$ cat src/rtl/switch_pkg.sv
// Types shared by the switch controllers.
package switch_pkg;

  typedef enum logic {
    ARB_IDLE,
    ARB_BUSY
  } t_arbState;

endpackage

$ cat src/rtl/switch_egress_arbiter_rr_arbiter.sv
// Combinational round-robin picker: first eligible port at or above the pointer, with wrap.
module rr_arbiter
  import switch_pkg::*;
#(
  parameter int g_DEVICES = 4,
  parameter int g_IDX_W   = $clog2(g_DEVICES)
) (
  input  logic [g_DEVICES-1:0] eligible,
  input  logic [g_IDX_W-1:0]   pointer,
  output logic                 any_valid,
  output logic [g_IDX_W-1:0]   winner_idx
);

  logic [g_IDX_W-1:0] cand;

  // Scan from the farthest candidate back to the pointer so the nearest one wins last.
  always_comb begin
    any_valid  = 1'b0;
    winner_idx = '0;
    cand       = '0;
    for (int i = g_DEVICES - 1; i >= 0; i--) begin
      cand = g_IDX_W'((int'(pointer) + i) % g_DEVICES);
      if (eligible[cand]) begin
        any_valid  = 1'b1;
        winner_idx = cand;
      end
    end
  end

endmodule

$ cat src/rtl/switch_egress_arbiter.sv
// Packet-atomic round-robin owner of the shared egress path.
// Optional stall watchdog enabled by defining SWITCH_ARB_WATCHDOG_EN.
module switch_egress_arbiter
  import switch_pkg::*;
#(
  parameter  int g_DEVICES = 4,
  parameter  int g_TIMEOUT = 1024,
  localparam int g_IDX_W   = $clog2(g_DEVICES)
) (
  input  logic                 i_clk,
  input  logic                 i_resetN,
  input  logic [g_DEVICES-1:0] i_portEnable,
  input  logic [g_DEVICES-1:0] i_req,
  input  logic [g_DEVICES-1:0] i_valid,
  input  logic [g_DEVICES-1:0] i_eop,
  input  logic                 i_outReady,
  output logic [g_DEVICES-1:0] o_txReady,
  output logic                 o_grantValid,
  output logic [g_IDX_W-1:0]   o_grantIdx,
  output logic                 o_outValid,
  output logic                 o_timeout
);

  t_arbState          state, state_nxt;
  logic [g_IDX_W-1:0] grant_idx, grant_idx_nxt;
  logic [g_IDX_W-1:0] rr_ptr, rr_ptr_nxt;
  logic [g_IDX_W-1:0] ptr_after_grant;
  logic               timeout_q, timeout_nxt;
  logic               any_valid;
  logic [g_IDX_W-1:0] winner_idx;
  logic               busy;
  logic               accept;
  logic               expire;

  assign busy   = (state == ARB_BUSY);
  assign accept = busy & i_valid[grant_idx] & i_outReady;

  rr_arbiter #(
    .g_DEVICES (g_DEVICES),
    .g_IDX_W   (g_IDX_W)
  ) u_rr (
    .eligible   (i_req & i_portEnable),
    .pointer    (rr_ptr),
    .any_valid  (any_valid),
    .winner_idx (winner_idx)
  );

  assign ptr_after_grant = (grant_idx == g_IDX_W'(g_DEVICES - 1)) ? '0
                                                                   : grant_idx + g_IDX_W'(1);

`ifdef SWITCH_ARB_WATCHDOG_EN
  localparam int c_CNT_W = (g_TIMEOUT > 2) ? $clog2(g_TIMEOUT) : 1;

  logic [c_CNT_W-1:0] stall_cnt;

  // Held at zero outside BUSY so every new grant starts a fresh stall window.
  always_ff @(posedge i_clk) begin
    if (!i_resetN) begin
      stall_cnt <= '0;
    end else if (!busy || accept) begin
      stall_cnt <= '0;
    end else begin
      stall_cnt <= stall_cnt + c_CNT_W'(1);
    end
  end

  assign expire = busy & ~accept & (stall_cnt == c_CNT_W'(g_TIMEOUT - 1));
`else
  logic unused_timeout;
  assign unused_timeout = ^g_TIMEOUT;
  assign expire         = 1'b0;
`endif

  always_ff @(posedge i_clk) begin
    if (!i_resetN) begin
      state     <= ARB_IDLE;
      grant_idx <= '0;
      rr_ptr    <= '0;
      timeout_q <= 1'b0;
    end else begin
      state     <= state_nxt;
      grant_idx <= grant_idx_nxt;
      rr_ptr    <= rr_ptr_nxt;
      timeout_q <= timeout_nxt;
    end
  end

  // An EOP accept takes priority over a coincident watchdog expiry.
  always_comb begin
    state_nxt     = state;
    grant_idx_nxt = grant_idx;
    rr_ptr_nxt    = rr_ptr;
    timeout_nxt   = 1'b0;
    case (state)
      ARB_IDLE: begin
        if (any_valid) begin
          state_nxt     = ARB_BUSY;
          grant_idx_nxt = winner_idx;
        end
      end
      ARB_BUSY: begin
        if (accept && i_eop[grant_idx]) begin
          state_nxt  = ARB_IDLE;
          rr_ptr_nxt = ptr_after_grant;
        end else if (expire) begin
          state_nxt   = ARB_IDLE;
          rr_ptr_nxt  = ptr_after_grant;
          timeout_nxt = 1'b1;
        end
      end
      default: state_nxt = ARB_IDLE;
    endcase
  end

  assign o_grantValid = busy;
  assign o_grantIdx   = grant_idx;
  assign o_timeout    = timeout_q;
  assign o_txReady    = (busy && i_outReady) ? (g_DEVICES'(1) << grant_idx) : '0;
  assign o_outValid   = busy & i_valid[grant_idx];

endmodule
$ cat config.mk
export PLATFORM = sky130hd
export DESIGN_NAME = switch_egress_arbiter
export DESIGN_NICKNAME = d
export VERILOG_FILES = /design/src/rtl/switch_pkg.sv /design/src/rtl/switch_egress_arbiter_rr_arbiter.sv /design/src/rtl/switch_egress_arbiter.sv
export SDC_FILE = /design/constraint.sdc
export NUM_CORES = 1
export LEC_CHECK = 0
export CAP_MARGIN = 20
export CORE_AREA = 2 2 39 41
export DETAILED_ROUTE_END_ITERATION = 16
export DIE_AREA = 0 0 41 43
export PLACE_DENSITY_LB_ADDON = 0.2
export SYNTH_ARGS = -nofsm -noshare
export SYNTH_HDL_FRONTEND = slang
export SYNTH_SLANG_ARGS = --single-unit
$ cat constraint.sdc
create_clock -name i_clk -period 2.8 [get_ports i_clk]
set_input_delay 0.28 -clock i_clk [delete_from_list [all_inputs] [get_ports i_clk]]
set_output_delay 0.28 -clock i_clk [all_outputs]
set_load 0.01 [all_outputs]
==> results by group <==
GRT
  – Number of global-route vias before repair: around 430
  – GR Util All Layers: 0.151
  – Global route total overflow: 0
  – Maximum number of pins on one net before global-route repair: 11
  – Global-route wire length before repair: ~1800 um
  – Initial antenna violation count: 0

Detailed routing
  – Via-to-Cell Ratio: 5.10
  – Final WL: around 1100 um
  – Avg WL per Cell: 11.7 um
  – Via count: roughly 470
  – DR iter-0 viols: 6
  – Pre-antenna DRT Iters: 4
  – DRC: 0
  – ANT nets after route: 0

Clock tree
  – CTS tree: built
  – H-tree lvl count: 1
  – Register clock-pin slew on the reported worst setup and hold paths: ~50 ps
  – PostCTS Resize Cnt: 0
  – Post-CTS Setup Bufs: 0
  – Skew-Pair Late Insertion Delay: around 250 ps
  – Clock buffer depth: 2
  – CTS Root Cell: clkbuf_4
  – CTS Hold Bufs: 0
  – Sink Count: 5
  – TritonCTS buffer count: 3

Floorplan
  – Die Y-Extent: 43 um
  – Die area: around 0.0018 mm2
  – Core Footprint: approximately 0.0014 mm2
  – Die W: a little over 40 um
  – # rows: 14
  – Initial core utilization: 0.313
  – I/O Pins: 28

Status
  – Run status: complete, no violations

Synth
  – Cell variety after synth: 22
  – Avg Inst Size Synth: ~9 um2
  – Syn Nets: a little over 70
  – Post-Syn Area: roughly 430 um2
  – Cell taking the most area after synthesis: dfxtp_1
  – Synthesized instance count: 48
  – Yosys warnings: 0
  – Synth Register Bits: 5
  – Share of the synthesized area in the top cell type: 0.231
  – Post-synthesis sequential area ratio: 0.231
  – Synth area leaders: dfxtp_1 (23%), ha_1 (12%), mux4_2 (10%), and3_1 (7.2%), nand2_1 (5.2%)

STA
  – Min cycle time layout: around 2300 ps
  – Final setup viols: 0
  – Setup Skew: around 8.0 ps
  – Final period util: 0.826
  – Final hold violation count: 0
  – Setup TNS: 0 ps
  – Hold WS: about 520 ps
  – Peak Freq: between 400 and 500 MHz
  – Unrepaired setup endpoints after global routing: false
  – Final WS setup: 487 ps
  – Pins over their slew limit: 0

Power and ir drop
  – Worst VDD drop: around 0.00023 V
  – Final Power: 0.000254 W
  – PwrDens: roughly 350 mW/mm2
  – Cell leakage power: 0.298 nW

Critical path
  – Critical path type: register to output port
  – CP Launch Type: register
  – Worst Path Arrival: 2030 ps
  – Reg2reg end: o_grantValid
  – Worst R2R Path Depth: 4
  – FF-to-FF setup slack: around 1300 ps
  – Slowest CP cell: mux4_2
  – Worst path cell trace: mux4_2 -> and2_2 -> clkdlybuf4s50_1
  – CP max stage delay: ~600 ps
  – WP data required: approximately 2500 ps
  – R2r startpoint: o_grantIdx[0]
  – Critical-path maximum fanout: 8
  – Crit path from: o_grantIdx[0]
  – Crit end category: output port

Layout
  – Final instance area: roughly 730 um2
  – Layout cells sized above 1: 0.130
  – Area Growth Syn to Fin: 69.1%
  – Antenna Diode Count: 0
  – Nets: between 100 and 150

Run
  – Max-Cap Viols: 0

Place
  – DP HPWL: approximately 900 um
  – IO buf count: 26
  – RD Place Congestion: roughly 0.73
  – Area after DPL: between 700 and 800 um2
  – Place WS: roughly 650 ps

Hold path
  – WHS Path Cells: 2
  – Hold_sp: rr_ptr[1]
  – Worst min-delay path category: register to register
  – Hold EP: rr_ptr[1]
[metrics by stage]
step | utilization | instances
floorplan | - | 48
global placement | 0.510 | 89
detailed placement | 0.510 | 89
CTS | 0.529 | 93
global route | 0.529 | 93
finish | 0.529 | 93
[layer usage]
metal  up-vias  share of wire  wire, um  global-route usage
met3         0          0.066        72              0.0785
met1       217           0.46       498               0.188
met4         0              0         0              0.0400
met2        19           0.47       517               0.222
met5         -              0         0                   0
li1        238              -         -                   -
[critical path, delay by kind of cell (launching register included)]
| kind | cells | cell delay (ps) |
|---|---|---|
| buffers and inverters | 1 | 470 |
| muxes | 1 | 600 |
| and+or+nand+nor | 1 | 210 |
| DFF | 1 | 510 |
[area by class of cell]
type,instances,area (um2)
clock buffer,4,26.3
multi-input combinational,38,310
sequential,5,100
inverter,4,15.0
timing repair buffer,26,260
fill,131,652
tap,16,20.0
[sequential cells by signal, indices dropped and copies added (netlist names)]
| register | count |
|---|---|
| o_grantValid | 1 |
| o_grantIdx | 2 |
| rr_ptr | 2 |
[power breakdown]
| group | switching [W] | internal, W | total [W] |
|---|---|---|---|
| clock network | 0.0000328 | 0.0000541 | 0.0000869 |
| registers | 0.0000107 | 0.0000762 | 0.0000869 |
| logic | 0.0000286 | 0.0000511 | 0.0000797 |
| total | 0.0000721 | 0.000181 | 0.000254 |
[Yosys cell counts]
cell and count:
nand2_1 6, and3_1 5, dfxtp_1 5, ha_1 4
inv_1 4, nand3_1 4, a21oi_1 3, mux4_2 2
o21ai_0 2, a21boi_0 1, a31o_2 1, a41o_1 1
and2_2 1, buf_4 1, conb_1 1, mux2_2 1
nand4_4 1, o21ai_1 1, o21bai_1 1, o2bb2ai_1 1
o41ai_1 1, o41ai_2 1
[worst max-delay path by stage]
stage                             to  slack, ps  depth (start not counted)
after global routing      o_outValid        390                          3
final                     o_outValid        490                          3
after detailed placement  o_outValid        650                          4
after floorplan           o_outValid       1200                          2
after global placement    o_outValid        670                          4
after CTS                 o_outValid        450                          3
[cell usage in the layout (no fill, tap or decap)]
cell type        netlist  final
nand2_1                6      6
nand3_1                4      4
a21boi_0               1      1
mux4_2                 2      2
and2_2                 1      1
nand4_4                1      1
clkdlybuf4s50_1        0     26
a31o_2                 1      1
a41o_1                 1      1
clkbuf_1               0      1
o41ai_1                1      1
ha_1                   4      4
o21bai_1               1      1
dfxtp_1                5      5
o21ai_1                1      1
a21oi_1                3      3
inv_1                  4      4
and3_1                 5      5
o2bb2ai_1              1      1
conb_1                 1      1
clkbuf_4               0      3
o21ai_0                2      2
o41ai_2                1      1
mux2_2                 1      1
[cells by family after synthesis]
kind of cell / after synthesis / synth area share
AO/OA/AOI/OAI: 13 / 0.225
adder cells (fa/ha/maj): 4 / 0.116
buffers and inverters: 5 / 0.0520
flip-flops: 5 / 0.231
multiplexers: 3 / 0.130
other: 1 / 0.00866
AND/OR/NAND/NOR: 17 / 0.237
(Power assumes the default switching activity.)
==> RTL edit, RTL diff (config.mk and constraints unchanged) <==
`g_DEVICES` is set to 4 in 2 places; all go to 2.
--- a/src/rtl/switch_egress_arbiter_rr_arbiter.sv
+++ b/src/rtl/switch_egress_arbiter_rr_arbiter.sv
@@ -4,3 +4,3 @@
 #(
-  parameter int g_DEVICES = 4,
+  parameter int g_DEVICES = 2,
   parameter int g_IDX_W   = $clog2(g_DEVICES)
--- a/src/rtl/switch_egress_arbiter.sv
+++ b/src/rtl/switch_egress_arbiter.sv
@@ -5,3 +5,3 @@
 #(
-  parameter  int g_DEVICES = 4,
+  parameter  int g_DEVICES = 2,
   parameter  int g_TIMEOUT = 1024,
Interface: changed (6 resized); port bits go from 28 to 17. No check against the original RTL was run, so the function may have changed too.
==> RTL edit against the original RTL <==
  * Area after synthesis is 57% lower
  * Final area is 49% lower
  * Sequential share of layout area is 2.3 points higher
  * Sequential cell count is 2 lower
  * Total power is 36% lower
  * Worst setup slack better by 0.50 ns
  * Hold slack worse by 0.055 ns
  * Routed wire length is 48% lower
  * Critical path type unchanged
==> RTL edit: results (changes against the original RTL) <==
- Largest net degree at the start of global routing: 8 (was 11)
- CP Max Fanout: 7 (was 8)
- Post-synthesis sequential area ratio: 32.21% (was 23.12%)
- Status: completed (unchanged)
- Vias: 228 (was 474)
- XOR/XNOR Fraction of Synth Area: 0% (unchanged)
- WHS: 0.4685 ns (was 0.5237 ns)
- Number of port buffers: 15 (was 26)
- Length of routed met2 wiring: 259 µm (was 517 µm)
- Synth unique cells: 14 (was 22)
- WL met3: 65 µm (was 72 µm)
- Synth Instances: 23 (was 48)
- RePlAce Congestion: 0.7605 (was 0.7342)
- Skew final: 0.0007018 ns (was 0.008046 ns)
- Adder-Cell Fraction of Synth Area: 0% (was 11.56%)
- Largest cells by area after synthesis: dfxtp_1, mux2i_1, nor4b_2 (was dfxtp_1, ha_1, mux4_2)
- Arr. time, crit path: 1.53 ns (was 2.03 ns)
- Vias in the first global route: 209 (was 434)
- Post-Route WL: 570 µm (was 1089 µm)
- Internal power: 123.6 µW (was 181.4 µW)
- Hold WC Path Type: reg -> reg (unchanged)
- Area fraction in compound gates after synthesis: 16.78% (was 22.54%)
- Mux share of post-synthesis cell area: 16.11% (was 13.01%)
- Placed Cells: 53 (was 89)
- First-pass GRT wire length: 814 µm (was 1780 µm)
- Antenna Cells: 0 (unchanged)
- Initial antenna violation count: 0 (unchanged)
- R2R Setup Slk: 1.56 ns (was 1.28 ns)
- Setup repair bufs after CTS: 0 (unchanged)
- Leakage: 0.1414 nW (was 0.2984 nW)
- WL met1: 244 µm (was 498 µm)
- DRT iter0 DRCs: 6 (unchanged)
- Total GRT Usage: 7.422% (was 15.08%)
- FF-to-FF path depth: 3 (was 4)
- Fill cells: 153 (was 131)
- Clock Latency Late Sink: 0.23 ns (was 0.25 ns)
- Htree depth: 1 (unchanged)
- Post-synthesis net count: 34 (was 71)
- Placed cell area: 349.1 µm² (was 705.7 µm²)
- Clock-pin slew on the worst setup and hold paths: 0.03 ns (was 0.05 ns)
- DR pass1 iterations: 4 (unchanged)
- Ratio of cells with drive above 1 in the final layout: 9.756% (was 12.99%)
- DR top layer: met3 (unchanged)
- Maximum clock path buffer count: 2 (unchanged)
- DR vias/cell: 4.000 (was 5.097)
- Max VDD drop: 0.0001821 V (was 0.0002294 V)
- CTS resizes: 0 (unchanged)
- Most frequent cells after synthesis: dfxtp_1, mux2i_1, nand2_1 (was nand2_1, and3_1, dfxtp_1)
RTL edit: cell count changes in the layout (fill, tap and decap cells not counted), moves of 3 or more:
cell | before | now
and3_1 | 5 | 1
clkdlybuf4s50_1 | 26 | 15
mux2i_1 | 0 | 3
ha_1 | 4 | 0
nand2_1 | 6 | 3
nand3_1 | 4 | 0
RTL edit: worst paths after layout:
path / from / endpoint
worst max-delay path: o_grantIdx$_SDFFE_PN0P_ / o_outValid
worst min-delay path: rr_ptr$_SDFFE_PN0P_ / rr_ptr$_SDFFE_PN0P_
worst max register to register: o_grantIdx$_SDFFE_PN0P_ / rr_ptr$_SDFFE_PN0P_
worst min register to register: rr_ptr$_SDFFE_PN0P_ / rr_ptr$_SDFFE_PN0P_
RTL edit: per-layer routing:
layer / up-vias / track usage, %
li1: 114 / -
met1: 101 / 7.372
met4: 0 / 6.000
met3: 0 / 4.712
met2: 13 / 10.31
met5: - / 0
RTL edit: cell type report:
type	count	area share (%)
inverters	2	2.000
well taps	16	5.333
multi-input cells	17	29.67
repair buffers	15	40.00
clock buffers	4	7.000
flip-flops and latches	3	16.00
RTL edit: critical path, cell delays in order, from the launching register on:
cell and delay, ns:
dfxtp_1 0.45, mux2i_1 0.30, nor2_1 0.07, clkdlybuf4s50_1 0.48
RTL edit: power by group through the flow:
stage	Combinational (mW)	Clock (mW)	Sequential [mW]
6_report	0.0380	0.0747	0.0495
3_5_place_dp	0.0382	0	0.0503
2_1_floorplan	0.0132	0	0.0503
5_1_grt	0.0414	0.0841	0.0501
4_1_cts	0.0384	0.0777	0.0497
3_3_place_gp	0.0376	0	0.0500
RTL edit: metrics by stage:
| step | util, % | setup WS [ns] |
|---|---|---|
| after floorplan | - | 1.628 |
| after CTS | 27.12 | 0.9593 |
| after global placement | 25.23 | 1.052 |
| after global routing | 27.12 | 0.8864 |
| after detailed placement | 25.23 | 1.024 |
| final | 27.12 | 0.9900 |
RTL edit: logic make-up (layout without fill, tap and decap cells):
logic type	Yosys count	in the layout
other cells	1	1
compound gates	5	5
flops	3	3
buf+inv	3	21
mux	3	3
simple gates	8	8
